==> src/rtl/ser_link.sv <==
// ser_link: serial transmitter with abortable frames looped into a receiver that reassembles and compares each word
module ser_link #(
    parameter int WIDTH     = 8,
    parameter bit MSB_FIRST = 1'b0
) (
    input  logic             clk,
    input  logic             n_rst,
    input  logic [WIDTH-1:0] din,
    input  logic             load,
    input  logic             abort,
    output logic             busy,
    output logic             ser_data,
    output logic             ser_vld,
    output logic [WIDTH-1:0] dout,
    output logic             dout_vld,
    output logic             match,
    output logic             frame_err
);
    localparam int CW = $clog2(WIDTH + 1);
    localparam logic [CW-1:0] TX_LAST = CW'(WIDTH);
    localparam logic [CW-1:0] RX_LAST = CW'(WIDTH - 1);
    typedef enum logic [1:0] {IDLE, SHIFT, GAP} state_t;
    state_t state, state_nxt;
    logic [CW-1:0] tx_cnt, rx_cnt;
    logic [WIDTH-1:0] tx_word, tx_sh, rx_sh, rx_nxt;
    logic done;
    assign done = tx_cnt == TX_LAST;
    assign busy = state != IDLE;
    assign rx_nxt = MSB_FIRST ? {rx_sh[WIDTH-2:0], ser_data} : {ser_data, rx_sh[WIDTH-1:1]};
    always_ff @(posedge clk or negedge n_rst) begin
        if (!n_rst) state <= IDLE;
        else        state <= state_nxt;
    end
    always_comb begin
        state_nxt = state == IDLE  ? (load ? SHIFT : IDLE) :
                    state == SHIFT ? ((done || abort) ? GAP : SHIFT) : IDLE;
    end
    always_ff @(posedge clk or negedge n_rst) begin
        if (!n_rst) begin
            tx_word  <= '0;
            tx_sh    <= '0;
            tx_cnt   <= '0;
            ser_vld  <= 1'b0;
            ser_data <= 1'b0;
        end else if (state == IDLE && load) begin
            tx_word  <= din;
            tx_cnt   <= CW'(1);
            ser_vld  <= 1'b1;
            ser_data <= MSB_FIRST ? din[WIDTH-1] : din[0];
            tx_sh    <= MSB_FIRST ? din << 1 : din >> 1;
        end else if (state == SHIFT) begin
            if (done || abort) begin
                tx_cnt   <= '0;
                ser_vld  <= 1'b0;
                ser_data <= 1'b0;
            end else begin
                tx_cnt   <= tx_cnt + CW'(1);
                ser_data <= MSB_FIRST ? tx_sh[WIDTH-1] : tx_sh[0];
                tx_sh    <= MSB_FIRST ? tx_sh << 1 : tx_sh >> 1;
            end
        end
    end
    // the WIDTH-th bit is folded in combinationally so dout lands on the edge that accepts it
    always_ff @(posedge clk or negedge n_rst) begin
        if (!n_rst) begin
            rx_sh     <= '0;
            rx_cnt    <= '0;
            dout      <= '0;
            dout_vld  <= 1'b0;
            match     <= 1'b0;
            frame_err <= 1'b0;
        end else begin
            dout_vld  <= 1'b0;
            frame_err <= 1'b0;
            if (ser_vld) begin
                rx_sh <= rx_nxt;
                if (rx_cnt == RX_LAST) begin
                    rx_cnt   <= '0;
                    dout     <= rx_nxt;
                    dout_vld <= 1'b1;
                    match    <= rx_nxt == tx_word;
                end else begin
                    rx_cnt <= rx_cnt + CW'(1);
                end
            end else if (rx_cnt != '0) begin
                rx_cnt    <= '0;
                frame_err <= 1'b1;
            end
        end
    end
endmodule

==> config.mk <==
export PLATFORM = sky130hd
export DESIGN_NAME = ser_link
export DESIGN_NICKNAME = d
export VERILOG_FILES = /design/src/rtl/ser_link.sv
export SDC_FILE = /design/constraint.sdc
export NUM_CORES = 1
export LEC_CHECK = 0
export BUFFER_PORTS_ARGS = -buffer_cell sky130_fd_sc_hd__buf_2
export CAP_MARGIN = 20
export CELL_PAD_IN_SITES_DETAIL_PLACEMENT = 1
export CELL_PAD_IN_SITES_GLOBAL_PLACEMENT = 1
export CORE_MARGIN = 4
export CORE_UTILIZATION = 45
export DETAILED_ROUTE_END_ITERATION = 10
export PLACE_DENSITY_LB_ADDON = 0.1
export SLEW_MARGIN = 10
export SYNTH_ARGS = -nofsm -noshare
export SYNTH_HDL_FRONTEND = slang
export SYNTH_SLANG_ARGS = --single-unit
==> constraint.sdc <==
create_clock -name clk -period 2 [get_ports clk]
set_input_delay 0.4 -clock clk [delete_from_list [all_inputs] [get_ports clk]]
set_output_delay 0.4 -clock clk [all_outputs]
set_load 0.02 [all_outputs]
After elaboration in Yosys (flattened, before gate mapping)

Index checks and enable logic that the tools add are counted.

Register bits after elaboration: 47
Input bits: 12
Output and inout bits: 14

Add/sub/neg operators: 2
Equality and inequality tests: 5
Mux-type cells: 23
Reduce and logical (&&, ||, !) cells: 11

Operator list:

| kind                | count |
|---|---|
| $mux 4              | 6 |
| $mux 8              | 3 |
| $mux 1              | 11 |
| $add 4x1->4 const B | 2 |
| $eq 8x8->1          | 1 |
| $reduce_bool 2->1   | 4 |
| $mux 2              | 3 |
| $reduce_and 2->1    | 3 |
| $eq 4x3->1 const B  | 1 |
| $eq 4x4->1 const B  | 1 |
| $reduce_bool 4->1   | 1 |
| $eq 2x1->1 const B  | 1 |
| $logic_not 2->1     | 1 |
| $ne 2x2->1 const B  | 1 |
| $logic_and 1x1->1   | 1 |
| $logic_or 1x1->1    | 1 |

Logic depth before layout (Yosys ltp)

Gate-level depths: netlist (run 1).

Depth in word-level cells: 5
Depth in mapped cells: 6

Least setup slack after synthesis (run 1)

OpenSTA, ideal clock, no wires.

Path kind: register -> register
Start: register rx_cnt[0]
End: register dout[0]
Setup time: 0.125 ns
Data arrival time: 1.294 ns
Data required time: 1.875 ns
Setup slack: 0.582 ns
Stages on the path, launching flop included: 5
Path buffers: 1
Cell sequence: dfrtp_1 > ha_1 > nand4b_1 > buf_2 > mux2_2

Word-level cells in the longest chain between the ends: 2

Ends and longest elaborated chain:

| what                              | line | text |
|---|---|---|
| start, declared                   | 24   | `logic [CW-1:0] tx_cnt, rx_cnt;` |
| start signal, assigned            | 83   | `rx_cnt <= rx_cnt + CW'(1);` |
| $eq 4x3->1                        | 77   | `if (rx_cnt == RX_LAST) begin` |
| $reduce_and 2->1 (no source line) | --   |  |
| end signal, assigned              | 79   | `dout <= rx_nxt;` |
| end, declared                     | 14   | `output logic [WIDTH-1:0] dout,` |

Every way passes these cells.
A chain may end at the register's enable or synchronous reset.

Worst setup path in the final report (run 1)

Start: register rx_cnt[0]
End: register dout[2]

Same word-level chain as after synthesis.

==> flow_summary.toml, run 1 <==
[grt]
grt.total_usage_pct = 17.5
grt_max_degree = 46
grt_pass1_wl_mm = 7.50
grt_pass1_vias = 1558
grt_overflow_total = 0
antenna_found_initial = 0

[route]
drc = 0
wire_per_inst_microns = 16.3
viasPerCell = 5.41
dr.pass1.iters = 3
dr_total_vias = 1449
drt-initial-drc-count = 46
wirelength_mm = 4.37
antenna_left = 0

[cells_and_area]
num_antenna_cells = 0
area_growth_pct = 12.2
design_area_sq_um = 2300
layout_commonest_cell = "dfrtp_1"
fillers = 506
fin_util_pct = 52.5
drive_above_1_share_pct = 25.9
final_nets = 231
layout_common_cells = "dfrtp_1 (45), nand2_1 (30), buf_2 (25), mux2_2 (15), nor2_1 (12)"

[clock_network]
post_cts_resized = 0
clock-sinks = 45
cts_setup_buffers = 0
clock_latency_ps = 290
cts_root_buffer = "clkbuf_8"
cts_made_buffers = 5
hold_buffers = 0
clk_pin_slew_ps = 80
clk_path_buf_depth = 2
cts_tree = "yes"
cts_htree_levels = 2

[timing]
fin_crit_sh_pct = 85.7
fin_crit_ps = 1710
hold_ws_ps = 177
fin_ws_ps = 285
fmax_mhz = 583
finalHoldViolCount = 0
drv_slew = 0
slew-limit-headroom_pct = 60.7
rsz0062_at_grt = "false"
fin_worst_skew_ps = 5.72
setup_viol = 0
worst_pin_slew_ps = 590
finalSetupTns_ps = 0

[setup_path]
cpPeakStageDelay_ps = 480
cp_top_family = "simple AND/OR/NAND/NOR gates"
required_ps = 2180
critical_path_peak_fanout = 11
path_cells = "ha_1 -> nand4b_1 -> mux2_2"
start_kind = "register"
critical_path_arrival_ps = 1890
critPathKind = "register to register"
cp_num_buf_inv = 0
end_kind = "register"
crit_path_top_delay_cell = "nand4b_1"

[placed_design]
post-place-ws_ps = 297
hpwlAfterDp_mm = 3.22
placed_area_sq_um = 2210
port_buffers = 25
place_congestion = 0.846

[logic_synthesis]
synth_edf_count = 0
avgSynthCellArea_sq_um = 11.0
yosysUniqueCellTypes = 36
synthCells = 186
ys_seq_area_share_pct = 54.9
synth_top_flop_cell = "dfrtp_1"
synth-seq-cells = 45
synthArstFlopShare_pct = 100
syn-cell-area_sq_um = 2050
synth_nets = 202
yosys_warnings = 0

[floorplanning]
fp.dieH_microns = 75.5
die_width_microns = 75.5
die_area_sq_um = 5700
rows = 24
io_pins = 26
core_area_sq_um = 4380
start_util_pct = 46.8

[power]
irDropWorstVdd_uv = 487
p_leak_uw = 0.00112
pwr_density_cell_nw_per_um2 = 1480

[status]
status = "finished clean"

[run]
cap_viol_max_count = 0

[worst_hold_path]
hp-class = "input port to async pin"
[cells in the mapped netlist (4+ instances only)]
library cell / n / area [sq um]
dfrtp_1: 45 / 1130
nand2_1: 30 / 113
mux2_2: 15 / 169
nor2_1: 12 / 45.0
o21ai_0: 10 / 50.1
a21oi_1: 9 / 45.0
xnor2_1: 9 / 78.8
inv_1: 8 / 30.0
a31oi_1: 6 / 37.5
ha_1: 4 / 50.1
nand3_1: 4 / 20.0
[worst paths after layout]
check                           from         end  slack, ps  depth (start not counted)
setup / recovery           rx_cnt[0]     dout[2]        290                          3
hold / removal                 n_rst    dout_vld        180                          2
max in group asynchronous      n_rst    tx_sh[2]       1440                          2
hold reg to reg                match       match        490                          2
setup reg to reg           rx_cnt[0]     dout[2]        290                          3
min in group clk              din[3]  tx_word[3]        320                          3
[metrics by stage]
| step | total power, uW | std cells |
|---|---|---|
| after CTS | 3470 | 268 |
| final | 3410 | 268 |
| after floorplan | 2500 | 186 |
| after detailed placement | 2910 | 260 |
| after global routing | 3700 | 268 |
| after global placement | 2830 | 260 |
[layer usage]
layer	routed length, microns	track usage, %	vias to the layer above
met5	0	0	-
met4	14	5.24	0
met3	170	4.09	2
met2	2350	31.7	22
met1	1840	20.5	728
li1	-	-	697
[final cells by class]
| cell class | count | area (sq um) | area share [%] |
|---|---|---|---|
| multi-input cells | 126 | 838 | 36.4 |
| repair buffers | 29 | 155 | 6.74 |
| inverters | 8 | 30.0 | 1.31 |
| flip-flops and latches | 45 | 1130 | 48.9 |
| clock buffers | 5 | 68.8 | 2.99 |
| well taps | 52 | 65.1 | 2.83 |
| clock inverters | 3 | 17.5 | 0.761 |
[registers in the layout, indices dropped and copies added (netlist names)]
name and count:
state 2, dout 8, tx_cnt 4, rx_cnt 4, tx_sh 7, dout_vld 1
tx_word 8, rx_sh 7, frame_err 1, ser_data 1, match 1, ser_vld 1
[report_power, final]
| group | switching, uW | internal (uW) |
|---|---|---|
| registers | 323 | 1280 |
| clock network | 306 | 241 |
| logic | 668 | 593 |
[cells by family (layout without fill, tap and decap cells)]
group | Yosys count | after routing | synth area share [%]
buffers and inverters | 15 | 45 | 4.21
xor gates and xnor gates | 9 | 9 | 3.84
and+or+nand+nor | 64 | 64 | 16.1
adders and majority gates | 4 | 4 | 2.44
AOI/OAI and AO/OA | 32 | 32 | 9.27
DFF | 45 | 45 | 54.9
muxes | 17 | 17 | 9.21
[worst reg2reg max path: cells and delay by family (launching register included)]
| family | cells | cell delay [ps] |
|---|---|---|
| muxes | 1 | 450 |
| and+or+nand+nor | 1 | 480 |
| DFF | 1 | 410 |
| adders and majority gates | 1 | 260 |
(Power assumes the default switching activity.)
==> run 2: changes to the inputs <==
Settings changed: BUFFER_PORTS_ARGS -buffer_cell sky130_fd_sc_hd__buf_2 to not set, CORE_UTILIZATION 45 to 25, CTS_CLUSTER_SIZE set to 30, DONT_BUFFER_PORTS set to 1.
==> flow_summary.toml, run 2 (same netlist as run 1, synthesis figures left out) <==
[timing]
fin_crit_sh_pct = 81.5
fmax_mhz = 613
worst_pin_slew_ps = 645
fin_worst_skew_ps = 4.30
finalSetupTns_ps = 0
rsz0062_at_grt = "false"
hold_ws_ps = 208
drv_slew = 0
slew-limit-headroom_pct = 57.0
setup_viol = 0
finalHoldViolCount = 0
fin_crit_ps = 1630

[power]
irDropWorstVdd_uv = 426
pwr_density_cell_nw_per_um2 = 1500
p_leak_uw = 0.00104
finalPower_uw = 3450

[setup_path]
critical_path_peak_fanout = 11
end_kind = "register"
startpoint = "tx_cnt[0]"
timing.rr.end = "ser_vld"
critPathKind = "register to register"
r2r_setup_slack_ps = 370
critical_path_arrival_ps = 1780
worst-r2r-cell-count = 5
required_ps = 2150
r2r_start = "tx_cnt[0]"
start_kind = "register"

[worst_hold_path]
whs_path_depth = 2
hold_path_end = "tx_word[4]"
hp-class = "input port to register"
hp-start = "din[4]"

[cells_and_area]
design_area_sq_um = 2300
area_growth_pct = 12.2
fillers = 914
layout_common_cells = "dfrtp_1 (45), nand2_1 (30), mux2_2 (15), nor2_1 (12), o21ai_0 (10)"
final_nets = 208
num_antenna_cells = 0
layout_commonest_cell = "dfrtp_1"
drive_above_1_share_pct = 16.1
top_regs = "dout (8), tx_word (8)"

[grt]
grt.total_usage_pct = 10.3
grt_pass1_vias = 1474
grt_max_degree = 46
antenna_found_initial = 0
grt_overflow_total = 0
grt_pass1_wl_mm = 7.96

[clock_network]
cts_made_buffers = 5
cts_htree_levels = 2
post_cts_resized = 0
cts_tree = "yes"
clk_path_buf_depth = 2
clock-sinks = 45
clk_pin_slew_ps = 90
clock_latency_ps = 300
cts_setup_buffers = 0
cts_root_buffer = "clkbuf_8"

[route]
wirelength_mm = 4.61
drc = 0
drt-initial-drc-count = 35
antenna_left = 0
dr.pass1.iters = 4
viasPerCell = 4.68
dr_total_vias = 1381
wire_per_inst_microns = 15.6

[placed_design]
placed_area_sq_um = 2150
hpwlAfterDp_mm = 3.26
port_buffers = 0
place_congestion = 0.723

[floorplanning]
die_area_sq_um = 9720
start_util_pct = 26.1
core_area_sq_um = 7850
rows = 32
die_width_microns = 98.6
io_pins = 26
fp.dieH_microns = 98.6

[status]
status = "finished clean"

[run]
cap_viol_max_count = 0
==> run 2: cell types whose count changed in the layout (fill, tap and decap cells not counted) <==
cell / previous run / this run
buf_16: 0 / 1
buf_2: 25 / 0
bufinv_16: 0 / 1
clkbuf_1: 0 / 1
clkinv_2: 2 / 0
clkinv_4: 0 / 1
clkinvlp_4: 1 / 0
dlygate4sd3_1: 0 / 1
==> run 2: layout make-up <==
cell class	instances	area, sq um	area share (%)
Sequential cell	45	1130	48.9
Multi-Input combinational cell	126	838	36.4
Tap cell	102	128	5.55
Clock buffer	6	72.6	3.15
Timing Repair Buffer	6	67.6	2.94
Clock inverter	2	38.8	1.69
Inverter	8	30.0	1.31
==> run 2: critical path, stage by stage, from the launching register on <==
cell	delay, ps
dfrtp_1	440
inv_1	80
ha_1	180
nand3b_1	380
a21oi_2	320
o21ai_0	90
==> run 2: routing by layer <==
metal	track usage, %	wire, microns	up-vias
met1	13.9	2210	697
met3	3.11	248	8
met5	0	0	-
met4	4.41	89	0
li1	-	-	651
met2	15.3	2070	25
==> run 2: power by group <==
group          switching, uW  internal (uW)
logic                    487            521
registers                448           1280
clock network            333            376
==> run 2: stage by stage <==
stage          utilization [%]  std cells  setup WS (ps)
2_1_floorplan                -        186            582
3_3_place_gp              27.4        285            421
3_5_place_dp              27.4        285            395
4_1_cts                   29.3        295            389
5_1_grt                   29.3        295            215
6_report                  29.3        295            370
==> run 2: how the worst max path moves through the flow <==
stage                           to  slack (ps)
final                      ser_vld         370
after detailed placement   ser_vld         390
after global placement    ser_data         420
after global routing       ser_vld         210
after floorplan            dout[0]         580
after CTS                  ser_vld         390
==> run 2: repair_timing <==
item	4_1_cts	5_1_grt
hold buffers	2	0
hold endpoints to repair	45	0
endpoints found under the setup margin	0	0
==> run 3: changes to the inputs <==
Clock period 2 ns to 1.61 ns, I/O delays scaled along.
==> flow_summary.toml, run 3 (same netlist as run 1, synthesis figures left out) <==
[worst_hold_path]
whs_path_depth = 2
hp-class = "input port to register"
hp-start = "din[2]"
hold_path_end = "tx_word[2]"

[route]
viasPerCell = 4.62
dr_total_vias = 1391
m1WireLength_mm = 2.21
route.met3.wl_microns = 244
dr_wl_met2_mm = 2.15
wire_per_inst_microns = 15.5
wirelength_mm = 4.67
antenna_left = 0
top_layer_used = "met4"
drc = 0
dr.pass1.iters = 4
drt-initial-drc-count = 38

[timing]
fin_crit_ps = 1500
rsz0062_at_grt = "false"
finalSetupTns_ps = 0
slew-limit-headroom_pct = 75.5
fin_ws_ps = 114
worst_pin_slew_ps = 367
finalHoldViolCount = 0
drv_slew = 0
fin_worst_skew_ps = 10.2
fmax_mhz = 668
setup_viol = 0
fin_crit_sh_pct = 92.9

[cells_and_area]
fillers = 896
area_growth_pct = 14.2
layout_common_cells = "dfrtp_1 (45), nand2_1 (30), mux2_2 (15), nor2_1 (12), o21ai_0 (10)"
layout_commonest_cell = "dfrtp_1"
final_nets = 214
multiInputGateArea_sq_um = 838
num_antenna_cells = 0
top_regs = "dout (8), tx_word (8)"
regArea_sq_um = 1130
drive_above_1_share_pct = 19.1

[floorplanning]
fp.dieH_microns = 98.6
die_width_microns = 98.6
rows = 32
core_area_sq_um = 7850
start_util_pct = 26.1
io_pins = 26
die_area_sq_um = 9720

[setup_path]
end_kind = "primary output"
cp_num_buf_inv = 0
worst-r2r-cell-count = 4
critical_path_arrival_ps = 1170
crit_path_top_delay_cell = "dfrtp_1"
cpPeakStageDelay_ps = 480
timing.rr.end = "dout[5]"
path_cells = "or2_2"
required_ps = 1290
cp_top_family = "flip-flops"
start_kind = "register"
r2r_setup_slack_ps = 140
r2r_start = "rx_cnt[0]"
critPathKind = "register to primary output"
critical_path_peak_fanout = 8

[power]
p_int_uw = 2610
p_comb_share_pct = 32.1
power.share.switching_pct = 38.4
p_seq_share_pct = 50.7
irDropWorstVdd_uv = 486
power.net_switching_uw = 1630
pwr_density_cell_nw_per_um2 = 1810
p_leak_uw = 0.00106
pwr-share-clk_pct = 17.3

[run]
cap_viol_max_count = 0

[grt]
grt_overflow_total = 0
grt_max_degree = 46
grt.total_usage_pct = 10.4
grt_pass1_wl_mm = 8.14
grt_pass1_vias = 1582
antenna_found_initial = 0

[clock_network]
clock-sinks = 45
clock_latency_ps = 300
cts_tree = "yes"
cts_setup_buffers = 0
post_cts_resized = 0
cts_made_buffers = 5
cts_root_buffer = "clkbuf_8"
clk_pin_slew_ps = 100
clk_path_buf_depth = 2
cts_htree_levels = 2

[placed_design]
post-place-ws_ps = 149
place_congestion = 0.716
hpwlAfterDp_mm = 3.43
port_buffers = 0

[status]
status = "finished clean"
-- run 3: changes by cell type in the layout (fill, tap and decap cells not counted), sizes merged --
cell / delta
buf: +6
inv: +1
bufinv: -1
clkinvlp: +1
clkbuf: -1
-- run 3: stage by stage --
stage	util, %	cells	hold WS, ps	cell area [sq um]	total power, uW
after floorplan	-	186	26.4	2050	3100
after global placement	28.2	291	28.3	2210	3460
after detailed placement	28.2	291	28.1	2210	3540
after CTS	29.8	301	112	2340	4320
after global routing	29.8	301	115	2340	4600
final	29.8	301	122	2340	4230
-- run 3: layer usage --
layer  global-route usage, %  vias up
met5                       0        -
met4                    3.68        0
met3                    3.33        4
met2                    16.4       30
met1                    13.4      686
li1                        -      671
-- run 3: area by class of cell --
type	count	area share (%)
clock buffer	5	2.94
clock inverter	3	1.07
inverter	8	1.28
multi-input combinational	126	35.8
sequential	45	48.1
tap	102	5.45
timing repair buffer	12	5.34
-- run 3: how the worst max path moves through the flow --
stage	start	end	slack [ps]	cells past startpoint
finish	state[0]	busy	110	1
global route	state[1]	tx_sh[3]	50	3
global placement	rx_cnt[0]	dout[4]	210	4
CTS	state[0]	busy	100	1
detailed placement	rx_cnt[0]	dout[2]	150	4
floorplan	rx_cnt[0]	dout[0]	190	4
-- run 3: timing repair --
| item | 4_1_cts | 5_1_grt |
|---|---|---|
| hold endpoints to repair | 45 | 0 |
| hold buffers | 2 | 0 |
| setup endpoints to repair | 0 | 0 |
-- run 3: power by group through the flow --
stage               clock [uW]  sequential, uW  combinational, uW
finish                     731            2140               1360
detailed placement           0            2190               1350
global route               802            2230               1570
floorplan                    0            2080               1030
global placement             0            2160               1290
CTS                        772            2160               1390
